===== config.mk =====
export PLATFORM = sky130hd
export DESIGN_NAME = axi_multiport_bridge_flat
export DESIGN_NICKNAME = d
export VERILOG_FILES = /design/src/rtl/axi_multiport_bridge_if.sv /design/src/rtl/axi_multiport_bridge.sv /design/src/flat_wrapper.sv
export SDC_FILE = /design/constraint.sdc
export NUM_CORES = 1
export LEC_CHECK = 0
export ABC_AREA = 1
export CORE_AREA = 2 2 153 155
export DETAILED_ROUTE_END_ITERATION = 8
export DIE_AREA = 0 0 155 157
export PLACE_DENSITY = 0.8
export SYNTH_ARGS = -nofsm -noshare
export SYNTH_HDL_FRONTEND = slang
export SYNTH_SLANG_ARGS = --single-unit

===== constraint.sdc =====
create_clock -name aclk -period 4.7 [get_ports aclk]
set_input_delay 0.94 -clock aclk [delete_from_list [all_inputs] [get_ports aclk]]
set_output_delay 0.94 -clock aclk [all_outputs]
set_load 0.01 [all_outputs]

===== src/rtl/axi_multiport_bridge_if.sv =====
// rtl/axi_multiport_bridge_if.sv - AXI3 channel bundle between the multiport bridge and the interconnect
interface axi_multiport_bridge_if #(
  parameter int ID_W = 4
);
  logic [ID_W-1:0] arid;
  logic [31:0]     araddr;
  logic [7:0]      arlen;
  logic [2:0]      arsize;
  logic [1:0]      arburst;
  logic [1:0]      arlock;
  logic [3:0]      arcache;
  logic [2:0]      arprot;
  logic            arvalid;
  logic            arready;

  logic [ID_W-1:0] rid;
  logic [31:0]     rdata_i;
  logic [1:0]      rresp;
  logic            rlast;
  logic            rvalid;
  logic            rready;

  logic [ID_W-1:0] awid;
  logic [31:0]     awaddr;
  logic [7:0]      awlen;
  logic [2:0]      awsize;
  logic [1:0]      awburst;
  logic [1:0]      awlock;
  logic [3:0]      awcache;
  logic [2:0]      awprot;
  logic            awvalid;
  logic            awready;

  logic [ID_W-1:0] wid;
  logic [31:0]     wdata_o;
  logic [3:0]      wstrb_o;
  logic            wlast;
  logic            wvalid;
  logic            wready;

  logic [ID_W-1:0] bid;
  logic [1:0]      bresp;
  logic            bvalid;
  logic            bready;

  modport master (
    output arid, araddr, arlen, arsize, arburst, arlock, arcache, arprot, arvalid,
    input  arready,
    input  rid, rdata_i, rresp, rlast, rvalid,
    output rready,
    output awid, awaddr, awlen, awsize, awburst, awlock, awcache, awprot, awvalid,
    input  awready,
    output wid, wdata_o, wstrb_o, wlast, wvalid,
    input  wready,
    input  bid, bresp, bvalid,
    output bready
  );

  modport slave (
    input  arid, araddr, arlen, arsize, arburst, arlock, arcache, arprot, arvalid,
    output arready,
    output rid, rdata_i, rresp, rlast, rvalid,
    input  rready,
    input  awid, awaddr, awlen, awsize, awburst, awlock, awcache, awprot, awvalid,
    output awready,
    input  wid, wdata_o, wstrb_o, wlast, wvalid,
    output wready,
    output bid, bresp, bvalid,
    input  bready
  );
endinterface


===== src/rtl/axi_multiport_bridge.sv =====
// rtl/axi_multiport_bridge.sv - NPORT SRAM-like ports onto one AXI3 master: RR reads by id, single in-flight write
module axi_multiport_bridge #(
  parameter int NPORT    = 2,
  parameter int RD_DEPTH = 2,
  parameter int ID_W     = 4
) (
  input  logic                  aclk,
  input  logic                  areset,
  input  logic [NPORT-1:0]      req,
  input  logic [NPORT-1:0]      wr,
  input  logic [2*NPORT-1:0]    size,
  input  logic [32*NPORT-1:0]   addr,
  input  logic [4*NPORT-1:0]    wstrb,
  input  logic [32*NPORT-1:0]   wdata,
  output logic [NPORT-1:0]      addr_ok,
  output logic [NPORT-1:0]      data_ok,
  output logic [31:0]           rdata,
  axi_multiport_bridge_if.master axi
);
  localparam int PW = (NPORT > 1) ? $clog2(NPORT) : 1;
  localparam int CW = $clog2(RD_DEPTH + 1);

  typedef enum logic [1:0] {W_IDLE, W_SEND, W_RESP} wstate_t;

  wstate_t          wstate, wstate_nxt;
  logic [PW-1:0]    rd_ptr, wr_ptr;
  logic [CW-1:0]    rd_cnt [NPORT];
  logic [31:0]      awaddr_q;
  logic [NPORT-1:0] raw_hit, rd_elig, wr_elig, rd_dec, r_hit, b_hit;
  logic [PW:0]      rd_pick, wr_pick;
  logic [PW-1:0]    rd_idx, wr_idx;
  logic             rd_gnt, wr_gnt, rd_idle;
  logic             unused_resp;

  // Returns {found, index} of the first eligible port at or after ptr.
  function automatic logic [PW:0] rr_pick(input logic [NPORT-1:0] elig, input logic [PW-1:0] ptr);
    logic [PW:0] res;
    int j;
    res = '0;
    for (int i = NPORT - 1; i >= 0; i--) begin
      j = (int'(ptr) + i) % NPORT;
      if (elig[PW'(j)]) res = {1'b1, PW'(j)};
    end
    return res;
  endfunction

  function automatic logic [PW-1:0] ptr_next(input logic [PW-1:0] p);
    return (int'(p) == NPORT - 1) ? '0 : p + PW'(1);
  endfunction

  always_comb begin
    raw_hit = '0;
    rd_elig = '0;
    wr_elig = '0;
    rd_dec  = '0;
    r_hit   = '0;
    b_hit   = '0;
    rd_idle = 1'b1;
    for (int p = 0; p < NPORT; p++) begin
      raw_hit[p] = (wstate != W_IDLE) && (addr[32*p+2 +: 30] == awaddr_q[31:2]);
      rd_elig[p] = req[p] & ~wr[p] & (rd_cnt[p] < CW'(RD_DEPTH)) & ~axi.arvalid & ~raw_hit[p];
      wr_elig[p] = req[p] & wr[p];
      rd_dec[p]  = axi.rvalid & axi.rlast & (axi.rid == ID_W'(p));
      r_hit[p]   = axi.rvalid & (axi.rid == ID_W'(p));
      b_hit[p]   = (wstate == W_RESP) & axi.bvalid & (axi.bid == ID_W'(p));
      if (rd_cnt[p] != '0) rd_idle = 1'b0;
    end
  end

  assign rd_pick = rr_pick(rd_elig, rd_ptr);
  assign wr_pick = rr_pick(wr_elig, wr_ptr);
  assign rd_gnt  = rd_pick[PW];
  assign rd_idx  = rd_pick[PW-1:0];
  assign wr_idx  = wr_pick[PW-1:0];

  assign addr_ok = ({NPORT{rd_gnt}} & (NPORT'(1) << rd_idx))
                 | ({NPORT{wr_gnt}} & (NPORT'(1) << wr_idx));

  // Writes wait for all reads to drain so a later write never overtakes an earlier read.
  always_comb begin
    wstate_nxt = wstate;
    wr_gnt     = 1'b0;
    case (wstate)
      W_IDLE: if (wr_pick[PW] && rd_idle) begin
        wr_gnt     = 1'b1;
        wstate_nxt = W_SEND;
      end
      W_SEND: if ((!axi.awvalid || axi.awready) && (!axi.wvalid || axi.wready))
        wstate_nxt = W_RESP;
      W_RESP: if (axi.bvalid) wstate_nxt = W_IDLE;
      default: wstate_nxt = W_IDLE;
    endcase
  end

  always_ff @(posedge aclk or posedge areset) begin
    if (areset) wstate <= W_IDLE;
    else        wstate <= wstate_nxt;
  end

  always_ff @(posedge aclk or posedge areset) begin
    if (areset) begin
      axi.arvalid <= 1'b0;
      axi.araddr  <= '0;
      axi.arid    <= '0;
      axi.arsize  <= '0;
      rd_ptr      <= '0;
      data_ok     <= '0;
      rdata       <= '0;
      for (int p = 0; p < NPORT; p++) rd_cnt[p] <= '0;
    end else begin
      if (rd_gnt) begin
        axi.arvalid <= 1'b1;
        axi.araddr  <= addr[32*rd_idx +: 32];
        axi.arid    <= ID_W'(rd_idx);
        axi.arsize  <= {1'b0, size[2*rd_idx +: 2]};
        rd_ptr      <= ptr_next(rd_idx);
      end else if (axi.arready) begin
        axi.arvalid <= 1'b0;
      end
      for (int p = 0; p < NPORT; p++) begin
        if ((rd_gnt && rd_idx == PW'(p)) && !rd_dec[p])
          rd_cnt[p] <= rd_cnt[p] + CW'(1);
        else if (!(rd_gnt && rd_idx == PW'(p)) && rd_dec[p])
          rd_cnt[p] <= rd_cnt[p] - CW'(1);
      end
      data_ok <= r_hit | b_hit;
      if (|r_hit) rdata <= axi.rdata_i;
    end
  end

  always_ff @(posedge aclk or posedge areset) begin
    if (areset) begin
      axi.awvalid <= 1'b0;
      axi.wvalid  <= 1'b0;
      axi.awid    <= '0;
      axi.awsize  <= '0;
      axi.wid     <= '0;
      axi.wdata_o <= '0;
      axi.wstrb_o <= '0;
      awaddr_q    <= '0;
      wr_ptr      <= '0;
    end else if (wr_gnt) begin
      axi.awvalid <= 1'b1;
      axi.wvalid  <= 1'b1;
      axi.awid    <= ID_W'(wr_idx);
      axi.awsize  <= {1'b0, size[2*wr_idx +: 2]};
      axi.wid     <= ID_W'(wr_idx);
      axi.wdata_o <= wdata[32*wr_idx +: 32];
      axi.wstrb_o <= wstrb[4*wr_idx +: 4];
      awaddr_q    <= addr[32*wr_idx +: 32];
      wr_ptr      <= ptr_next(wr_idx);
    end else if (wstate == W_SEND) begin
      if (axi.awready) axi.awvalid <= 1'b0;
      if (axi.wready)  axi.wvalid  <= 1'b0;
    end
  end

  assign axi.awaddr  = awaddr_q;
  assign axi.bready  = (wstate == W_RESP);
  assign axi.rready  = 1'b1;
  assign axi.wlast   = 1'b1;
  assign axi.arlen   = 8'd0;
  assign axi.arburst = 2'd1;
  assign axi.arlock  = 2'd0;
  assign axi.arcache = 4'd0;
  assign axi.arprot  = 3'd0;
  assign axi.awlen   = 8'd0;
  assign axi.awburst = 2'd1;
  assign axi.awlock  = 2'd0;
  assign axi.awcache = 4'd0;
  assign axi.awprot  = 3'd0;

  assign unused_resp = ^{axi.rresp, axi.bresp};
endmodule


===== src/flat_wrapper.sv =====
// flat-port wrapper written by rule: the top's interface ports become plain ports
module axi_multiport_bridge_flat 
#(
  parameter int NPORT    = 2,
  parameter int RD_DEPTH = 2,
  parameter int ID_W     = 4
)
  (aclk, areset, req, wr, size, addr, wstrb, wdata, addr_ok, data_ok, rdata, axi_arid, axi_araddr, axi_arlen, axi_arsize, axi_arburst, axi_arlock, axi_arcache, axi_arprot, axi_arvalid, axi_arready, axi_rid, axi_rdata_i, axi_rresp, axi_rlast, axi_rvalid, axi_rready, axi_awid, axi_awaddr, axi_awlen, axi_awsize, axi_awburst, axi_awlock, axi_awcache, axi_awprot, axi_awvalid, axi_awready, axi_wid, axi_wdata_o, axi_wstrb_o, axi_wlast, axi_wvalid, axi_wready, axi_bid, axi_bresp, axi_bvalid, axi_bready);
  axi_multiport_bridge_if #(.ID_W(ID_W)) axi_i ();
  input  logic aclk;
  input  logic areset;
  input  logic [NPORT-1:0] req;
  input  logic [NPORT-1:0] wr;
  input  logic [2*NPORT-1:0] size;
  input  logic [32*NPORT-1:0] addr;
  input  logic [4*NPORT-1:0] wstrb;
  input  logic [32*NPORT-1:0] wdata;
  output logic [NPORT-1:0] addr_ok;
  output logic [NPORT-1:0] data_ok;
  output logic [31:0] rdata;
  output wire logic [$bits(axi_i.arid)-1:0] axi_arid;
  output wire logic [$bits(axi_i.araddr)-1:0] axi_araddr;
  output wire logic [$bits(axi_i.arlen)-1:0] axi_arlen;
  output wire logic [$bits(axi_i.arsize)-1:0] axi_arsize;
  output wire logic [$bits(axi_i.arburst)-1:0] axi_arburst;
  output wire logic [$bits(axi_i.arlock)-1:0] axi_arlock;
  output wire logic [$bits(axi_i.arcache)-1:0] axi_arcache;
  output wire logic [$bits(axi_i.arprot)-1:0] axi_arprot;
  output wire logic [$bits(axi_i.arvalid)-1:0] axi_arvalid;
  input wire logic [$bits(axi_i.arready)-1:0] axi_arready;
  input wire logic [$bits(axi_i.rid)-1:0] axi_rid;
  input wire logic [$bits(axi_i.rdata_i)-1:0] axi_rdata_i;
  input wire logic [$bits(axi_i.rresp)-1:0] axi_rresp;
  input wire logic [$bits(axi_i.rlast)-1:0] axi_rlast;
  input wire logic [$bits(axi_i.rvalid)-1:0] axi_rvalid;
  output wire logic [$bits(axi_i.rready)-1:0] axi_rready;
  output wire logic [$bits(axi_i.awid)-1:0] axi_awid;
  output wire logic [$bits(axi_i.awaddr)-1:0] axi_awaddr;
  output wire logic [$bits(axi_i.awlen)-1:0] axi_awlen;
  output wire logic [$bits(axi_i.awsize)-1:0] axi_awsize;
  output wire logic [$bits(axi_i.awburst)-1:0] axi_awburst;
  output wire logic [$bits(axi_i.awlock)-1:0] axi_awlock;
  output wire logic [$bits(axi_i.awcache)-1:0] axi_awcache;
  output wire logic [$bits(axi_i.awprot)-1:0] axi_awprot;
  output wire logic [$bits(axi_i.awvalid)-1:0] axi_awvalid;
  input wire logic [$bits(axi_i.awready)-1:0] axi_awready;
  output wire logic [$bits(axi_i.wid)-1:0] axi_wid;
  output wire logic [$bits(axi_i.wdata_o)-1:0] axi_wdata_o;
  output wire logic [$bits(axi_i.wstrb_o)-1:0] axi_wstrb_o;
  output wire logic [$bits(axi_i.wlast)-1:0] axi_wlast;
  output wire logic [$bits(axi_i.wvalid)-1:0] axi_wvalid;
  input wire logic [$bits(axi_i.wready)-1:0] axi_wready;
  input wire logic [$bits(axi_i.bid)-1:0] axi_bid;
  input wire logic [$bits(axi_i.bresp)-1:0] axi_bresp;
  input wire logic [$bits(axi_i.bvalid)-1:0] axi_bvalid;
  output wire logic [$bits(axi_i.bready)-1:0] axi_bready;
  assign axi_arid = axi_i.arid;
  assign axi_araddr = axi_i.araddr;
  assign axi_arlen = axi_i.arlen;
  assign axi_arsize = axi_i.arsize;
  assign axi_arburst = axi_i.arburst;
  assign axi_arlock = axi_i.arlock;
  assign axi_arcache = axi_i.arcache;
  assign axi_arprot = axi_i.arprot;
  assign axi_arvalid = axi_i.arvalid;
  assign axi_i.arready = axi_arready;
  assign axi_i.rid = axi_rid;
  assign axi_i.rdata_i = axi_rdata_i;
  assign axi_i.rresp = axi_rresp;
  assign axi_i.rlast = axi_rlast;
  assign axi_i.rvalid = axi_rvalid;
  assign axi_rready = axi_i.rready;
  assign axi_awid = axi_i.awid;
  assign axi_awaddr = axi_i.awaddr;
  assign axi_awlen = axi_i.awlen;
  assign axi_awsize = axi_i.awsize;
  assign axi_awburst = axi_i.awburst;
  assign axi_awlock = axi_i.awlock;
  assign axi_awcache = axi_i.awcache;
  assign axi_awprot = axi_i.awprot;
  assign axi_awvalid = axi_i.awvalid;
  assign axi_i.awready = axi_awready;
  assign axi_wid = axi_i.wid;
  assign axi_wdata_o = axi_i.wdata_o;
  assign axi_wstrb_o = axi_i.wstrb_o;
  assign axi_wlast = axi_i.wlast;
  assign axi_wvalid = axi_i.wvalid;
  assign axi_i.wready = axi_wready;
  assign axi_i.bid = axi_bid;
  assign axi_i.bresp = axi_bresp;
  assign axi_i.bvalid = axi_bvalid;
  assign axi_bready = axi_i.bready;
  axi_multiport_bridge #(.NPORT(NPORT), .RD_DEPTH(RD_DEPTH), .ID_W(ID_W)) u_core (.aclk(aclk), .areset(areset), .req(req), .wr(wr), .size(size), .addr(addr), .wstrb(wstrb), .wdata(wdata), .addr_ok(addr_ok), .data_ok(data_ok), .rdata(rdata), .axi(axi_i));
endmodule

==> reports/results.txt, run 1 <==
CORE AREA: 0.02250 mm²
first-pass GRT wire length: 42.32 mm
Switch Pwr: 0.002234 W
TritonCTS clock tree: built
sw frac: 35.79%
CP Launch Type: input port
setup TNS: 0 ns
GPL Wtd Cong: 0.8482
initial core utilization: 34.67%
max cap viols: 0
initial antenna violation count: 2
Die ar.: 0.02434 mm²
Ys Warns: 0
DRC errors left: 0
cts bufs inserted: 17
critical path arrival: 3.27 ns
Flop pwr share: 35.5%
adder-cell share of the synthesized area: 0.3208%
Area Growth Syn to Fin: 49.35%
Pleak: 5.382 nW
Simple-Gate Fraction of Synth Area: 32.83%
worst endpoint required time: 3.76 ns
final worst clock skew: 0.01463 ns
GRT Overall Usage: 22.35%
Routed Wire Length: 27.21 mm
DRT met1 WL: 10.71 mm
vias in the first global route: 7,663
Gate Count Post-Synth: 960
Slew @ Worst Pin: 1.098 ns
FF+latch count, synth: 151
Syn Area/Cell: 8.126 µm²
Int Power: 0.004008 W
clock share of power: 22.9%
drt initial violations: 505
FILL cells: 2,089
Post-CTS Resized: 0
sequential area share after synthesis: 48.44%
Peak VDD IR: 0.0002525 V
postcts setup bufs: 0
Final Hold Fails: 0
critical path fanouts, max: 15
Relative slew margins: 26.80%
Reg clk slew, reported paths: 0.07 ns
setup violators final: 0
power per cell area: 535.8 mW/mm²
top_reg_cell synth: dfrtp_1
Ports: 394
largest family of logic cells by synthesized area: simple AND/OR/NAND/NOR gates
Worst setup EP type: output port
Hold WC Path Type: reg -> reg
chip height: 157 µm
nets: 1,467
CTS sink cnt: 151
synthesized cell area: 0.007801 mm²
total power: 0.006242 W
largest net degree at the start of global routing: 86
Clock Latency Late Sink: 0.42 ns
met3 WL post-DR: 2.597 mm
dpl hpwl: 19.25 mm
htree depth: 4
Max Slew Vio Count: 0
post-synthesis xor/xnor area fraction: 1.796%
vias: 7,726
Routed Antenna Nets: 0
Port Buffer Count: 336
Die W: 155 µm
Yosys cell types: 32
fin crit period: 4.213 ns
ys async rst share: 100.0%
layout cells sized above 1: 5.616%
site row count: 55
Combinational Power Share: 41.6%
Compound-Gate Fraction of Synth Area: 3.753%
mux contribution to synthesized area: 0%
period utilization: 89.63%
uppermost layer routed: met5
status: completed
first-pass detailed-route iteration total: 5
drt via density: 4.927
fin util: 51.78%
Avg WL per Cell: 17.35 µm
clk root buf: clkbuf_16
WS Path Type: in -> out
remaining global-route overflow: 0
Post-synth EDFFs: 0
hold-fix buffers at CTS: 0
RSZ-0062 raised after global routing: no
Bufs on Longest Clock Path: 2
met2 wire length: 13.34 mm
Peak Freq: 237.4 MHz
worst max-delay path, stage by stage:
cell,delay (ns)
clkdlybuf4s50_1,0.53
xnor2_1,0.14
nand2_1,0.13
nor2_1,0.18
nand2_1,0.08
nor2_1,0.14
nand2_2,0.09
nand2_2,0.28
nor2_1,0.10
inv_1,0.11
nand2_1,0.05
clkdlybuf4s50_1,0.50
routing by layer:
metal  global-route usage [%]  up-vias
li1                         -     3607
met1                    27.19     3671
met2                    37.93      405
met3                    6.883       41
met4                    7.231        2
met5                        0        -
state kept, by name, indices dropped and copies added, names as in the netlist:
register	count
u_core.axi.arid	1
u_core.axi.arvalid	1
u_core.rd_ptr	1
u_core.axi.awaddr	32
u_core.axi.araddr	32
u_core.axi.awvalid	1
u_core.axi.wstrb_o	4
u_core.data_ok	2
u_core.rd_cnt	4
u_core.wstate	2
u_core.axi.awid	1
u_core.axi.wdata_o	32
u_core.rdata	32
u_core.axi.wvalid	1
u_core.axi.arsize	2
u_core.wr_ptr	1
u_core.axi.awsize	2
synth_stat cells (all sizes together) (2+ instances only):
cell type	n	area share, %
a21oi	2	0.13
buf	87	8.8
clkbuf	18	0.87
clkinv	2	0.11
conb	2	0.096
dfrtp	151	48
ha	2	0.32
inv	63	3.0
nand2	407	20
nand3	90	5.8
nand4	69	5.5
nor2	19	1.0
nor4	3	0.71
o211ai	18	2.8
o21ai	6	0.38
o32ai	2	0.22
xnor2	15	1.7
per-stage QoR:
stage / worst slack (ns) / area, µm² / cells / hold WS, ns
2_1_floorplan: 1.836 / 7989 / 1009 / 0.4663
3_3_place_gp: 0.4717 / 11050 / 1535 / 0.4525
3_5_place_dp: 0.4434 / 11050 / 1535 / 0.4623
4_1_cts: 0.4400 / 11650 / 1567 / 0.4796
5_1_grt: 0.2502 / 11650 / 1568 / 0.4936
6_report: 0.4875 / 11650 / 1568 / 0.4746
power by group through the flow:
stage	registers, W	logic (W)	clock network [W]
2_1_floorplan	0.00235	0.000989	0
3_3_place_gp	0.00221	0.00257	0
3_5_place_dp	0.00223	0.00262	0
4_1_cts	0.00222	0.00263	0.00146
5_1_grt	0.00228	0.00282	0.00153
6_report	0.00221	0.00260	0.00143
cells by family after synthesis:
| logic type | after synthesis |
|---|---|
| other | 2 |
| adders and majority gates | 2 |
| xor gates and xnor gates | 16 |
| DFF | 151 |
| and+or+nand+nor | 589 |
| buffers and inverters | 170 |
| AOI/OAI and AO/OA | 30 |
path summary, 6_finish.rpt:
check	from	to	slack, ns	cells after the start
setup / recovery	addr[28]	addr_ok[0]	0.49	12
hold / removal	u_core.rdata[30]$_DFFE_PP0P_	u_core.rdata[30]$_DFFE_PP0P_	0.47	2
setup reg to reg	u_core.wstate[0]$_DFFE_PP0P_	u_core.axi.awaddr[12]$_DFFE_PP0P_	1.95	7
hold reg to reg	u_core.rdata[30]$_DFFE_PP0P_	u_core.rdata[30]$_DFFE_PP0P_	0.47	2
max in group asynchronous	areset	u_core.rd_ptr$_DFFE_PP0N_	2.89	3
min in group asynchronous	areset	u_core.rdata[14]$_DFFE_PP0P_	1.00	3
placed cells by master, fill, tap and decap left out, types with 9 or more instances in the layout:
| master | count |
|---|---|
| dfrtp_1 | 150 |
| xnor2_1 | 15 |
| conb_1 | 51 |
| buf_4 | 9 |
| nor2_1 | 18 |
| nand4_1 | 69 |
| clkdlybuf4s50_1 | 336 |
| nand2_1 | 404 |
| o211ai_2 | 17 |
| inv_1 | 59 |
| nand3_1 | 89 |
| clkbuf_16 | 17 |
layout make-up:
class | instances | area (µm²) | share of cell area [%]
sequential | 151 | 3780 | 32.44
clock buffer | 19 | 442.9 | 3.802
inverter | 65 | 249.0 | 2.137
multi-input combinational | 688 | 3211 | 27.56
timing repair buffer | 346 | 3451 | 29.62
clock inverter | 13 | 158.9 | 1.364
antenna | 1 | 2.502 | 0.02148
tap | 285 | 356.6 | 3.061
Power figures use the tool's default switching activity.
==> run 2, diff against run 1 <==
- CORE_AREA: 2 2 153 155 -> default
- CORE_ASPECT_RATIO: default -> 0.6
- CORE_MARGIN: default -> 4
- CORE_UTILIZATION: default -> 37
- DIE_AREA: 0 0 155 157 -> default
- PLACE_DENSITY: 0.8 -> 0.85
- SKIP_LAST_GASP: default -> 1
==> run 2 against run 1 <==
Maximum frequency rose by 4.3%. Sequential share of layout area grew 0.056 points. Via count is 0.26% lower. Power is 0.28% higher. Critical path depth stayed put. Register-to-register slack worse by 0.05 ns. Sequential cell count stayed put. Clock skew decreased by 0.0075 ns. Design area decreased by 0.20%. Core utilization is 5.3 points higher. Critical path type unchanged.
==> reports/results.txt, run 2 (synthesis results as in run 1) <==
status: completed
first-pass GRT wire length: 42.48 mm (+0.36%)
R2R setup slack: 1.90 ns (-0.05 ns)
Area Growth Syn to Fin: 49.05%
pre-CTS setup slack: 0.6393 ns (+0.1959 ns)
Final Hold Fails: 0 (unchanged)
Worst setup EP type: output port
site row count: 40 (-27%)
Peak Freq: 247.5 MHz (+4.3%)
period utilization: 85.97% (-3.7 points)
critical path arrival: 3.10 ns (-0.17 ns)
Max Slew Vio Count: 0 (unchanged)
CORE AREA: 0.02037 mm² (-9.5%)
Clock Latency Late Sink: 0.43 ns (about the same)
met2 wire length: 13.58 mm (+1.7%)
critical path fanouts, max: 6 (-9)
DRT met1 WL: 11.19 mm (+4.5%)
area of the multi-input gates: 0.003211 mm² (unchanged)
fin worst setup slack: 0.6596 ns (+0.1721 ns)
first-pass detailed-route iteration total: 7 (+2)
Worst R2R Start: u_core.wstate[0]$_DFFE_PP0P_
final worst clock skew: 0.007079 ns (-0.007546 ns)
Hold WC Path Type: reg -> reg
nets: 1,466 (-0.068%)
most frequent cells in the layout: nand2_1, clkdlybuf4s50_1, dfrtp_1
remaining global-route overflow: 0 (unchanged)
Min-Delay Endpoint: u_core.rdata[25]$_DFFE_PP0P_
Port Buffer Count: 336 (unchanged)
Avg WL per Cell: 18.11 µm (+4.4%)
cts bufs inserted: 17 (unchanged)
drt initial violations: 568 (+12%)
Slew @ Worst Pin: 1.104 ns (+0.005599 ns)
Die ar.: 0.02355 mm² (-3.2%)
FILL cells: 1,801 (-14%)
GPL Wtd Cong: 0.8410 (-0.85%)
Die W: 195.5 µm (+26%)
Pleak: 5.385 nW (about the same)
CP Launch Type: input port
CTS sink cnt: 151 (unchanged)
GRT Overall Usage: 23.06% (+0.70 points)
WS Path Type: in -> out
initial core utilization: 38.30% (+3.6 points)
met3 WL post-DR: 2.768 mm (+6.6%)
DRC errors left: 0 (unchanged)
layout cells sized above 1: 5.094% (-0.52 points)
register area: 0.003779 mm² (about the same)
dpl hpwl: 19.88 mm (+3.3%)
Relative slew margins: 26.42% (-0.37 points)
setup TNS: 0 ns (unchanged)
vias: 7,706 (-0.26%)
RR Endpoint: u_core.axi.awaddr[24]$_DFFE_PP0P_
fin crit period: 4.040 ns (-0.1721 ns)
Ports: 394 (unchanged)
clk root buf: clkbuf_16
postcts setup bufs: 0 (unchanged)
WHS Path Cells: 2 (unchanged)
max cap viols: 0 (unchanged)
TritonCTS clock tree: built
Routed Antenna Nets: 0 (unchanged)
Routed Wire Length: 28.07 mm (+3.2%)
Bufs on Longest Clock Path: 2 (unchanged)
Post-CTS Resized: 0 (unchanged)
commonest non-fill, non-tap cell in the layout: nand2_1
Peak VDD IR: 0.0003151 V (+25%)
worst hold start: u_core.rdata[25]$_DFFE_PP0P_
cells on worst reg2reg path: 7 (unchanged)
largest net degree at the start of global routing: 152 (+77%)
hold-fix buffers at CTS: 0 (unchanged)
drt via density: 4.972 (+0.90%)
vias in the first global route: 7,674 (+0.14%)
worst endpoint required time: 3.76 ns (about the same)
RSZ-0062 raised after global routing: no
htree depth: 4 (unchanged)
uppermost layer routed: met4
power per cell area: 538.4 mW/mm² (+0.48%)
initial antenna violation count: 1 (-1)
fin util: 57.08% (+5.3 points)
setup violators final: 0 (unchanged)
Reg clk slew, reported paths: 0.06 ns (about the same)
chip height: 120.5 µm (-23%)
## run 2: cell types whose count changed in the layout (fill, tap and decap cells not counted)
cell        delta
buf_4          -1
bufinv_16      +1
clkbuf_8       +5
clkinv_4       -2
clkinvlp_4     -2
dfrtp_1        +1
dfrtp_2        -1
inv_6          -5
inv_8          -2
## run 2: worst max-delay path, stage by stage
cell and delay (ns):
clkdlybuf4s50_1 0.46, xnor2_1 0.30, nand2_1 0.12, nor2_1 0.12, nand2_1 0.07, nor2_1 0.11
nand2_2 0.10, nand2_2 0.12, nor2_1 0.08, inv_1 0.10, nand2_1 0.05, clkdlybuf4s50_1 0.50
## run 2: cell type report
class	count	share of cell area (%)
sequential	151	32.50
timing repair buffer	345	29.61
multi-input combinational	688	27.61
clock buffer	24	4.401
tap	273	2.938
inverter	65	2.141
clock inverter	3	0.7748
antenna	1	0.02152
## run 2: routing by layer
| layer | global-route usage, % | vias up |
|---|---|---|
| met2 | 37.52 | 380 |
| li1 | - | 3593 |
| met1 | 28.92 | 3691 |
| met4 | 7.105 | 0 |
| met3 | 8.326 | 42 |
| met5 | 0 | - |
## run 2: power by group
| group | internal [W] | switching, W |
|---|---|---|
| Combinational | 0.00138 | 0.00128 |
| Sequential | 0.00181 | 0.000357 |
| Clock | 0.000906 | 0.000519 |
| Total | 0.00410 | 0.00216 |
## run 2: worst max-delay path by stage
stage                   from          to  slack [ns]  depth (start not counted)
floorplan            addr[6]  addr_ok[1]        1.84                         12
global placement     addr[3]  addr_ok[0]        0.64                         12
detailed placement   addr[4]  addr_ok[0]        0.64                         12
CTS                  addr[4]  addr_ok[0]        0.64                         12
global route         addr[3]  addr_ok[0]        0.44                         12
finish              addr[26]  addr_ok[0]        0.66                         12
## run 2: metrics by stage
step                hold WS, ns  area [µm²]  total power [W]  cells
floorplan                0.4663        7989         0.003338   1009
global placement         0.4530       11020         0.004771   1522
detailed placement       0.4575       11020         0.004848   1522
CTS                      0.4719       11620         0.006312   1549
global route             0.4948       11630         0.006605   1550
finish                   0.4701       11630         0.006260   1550
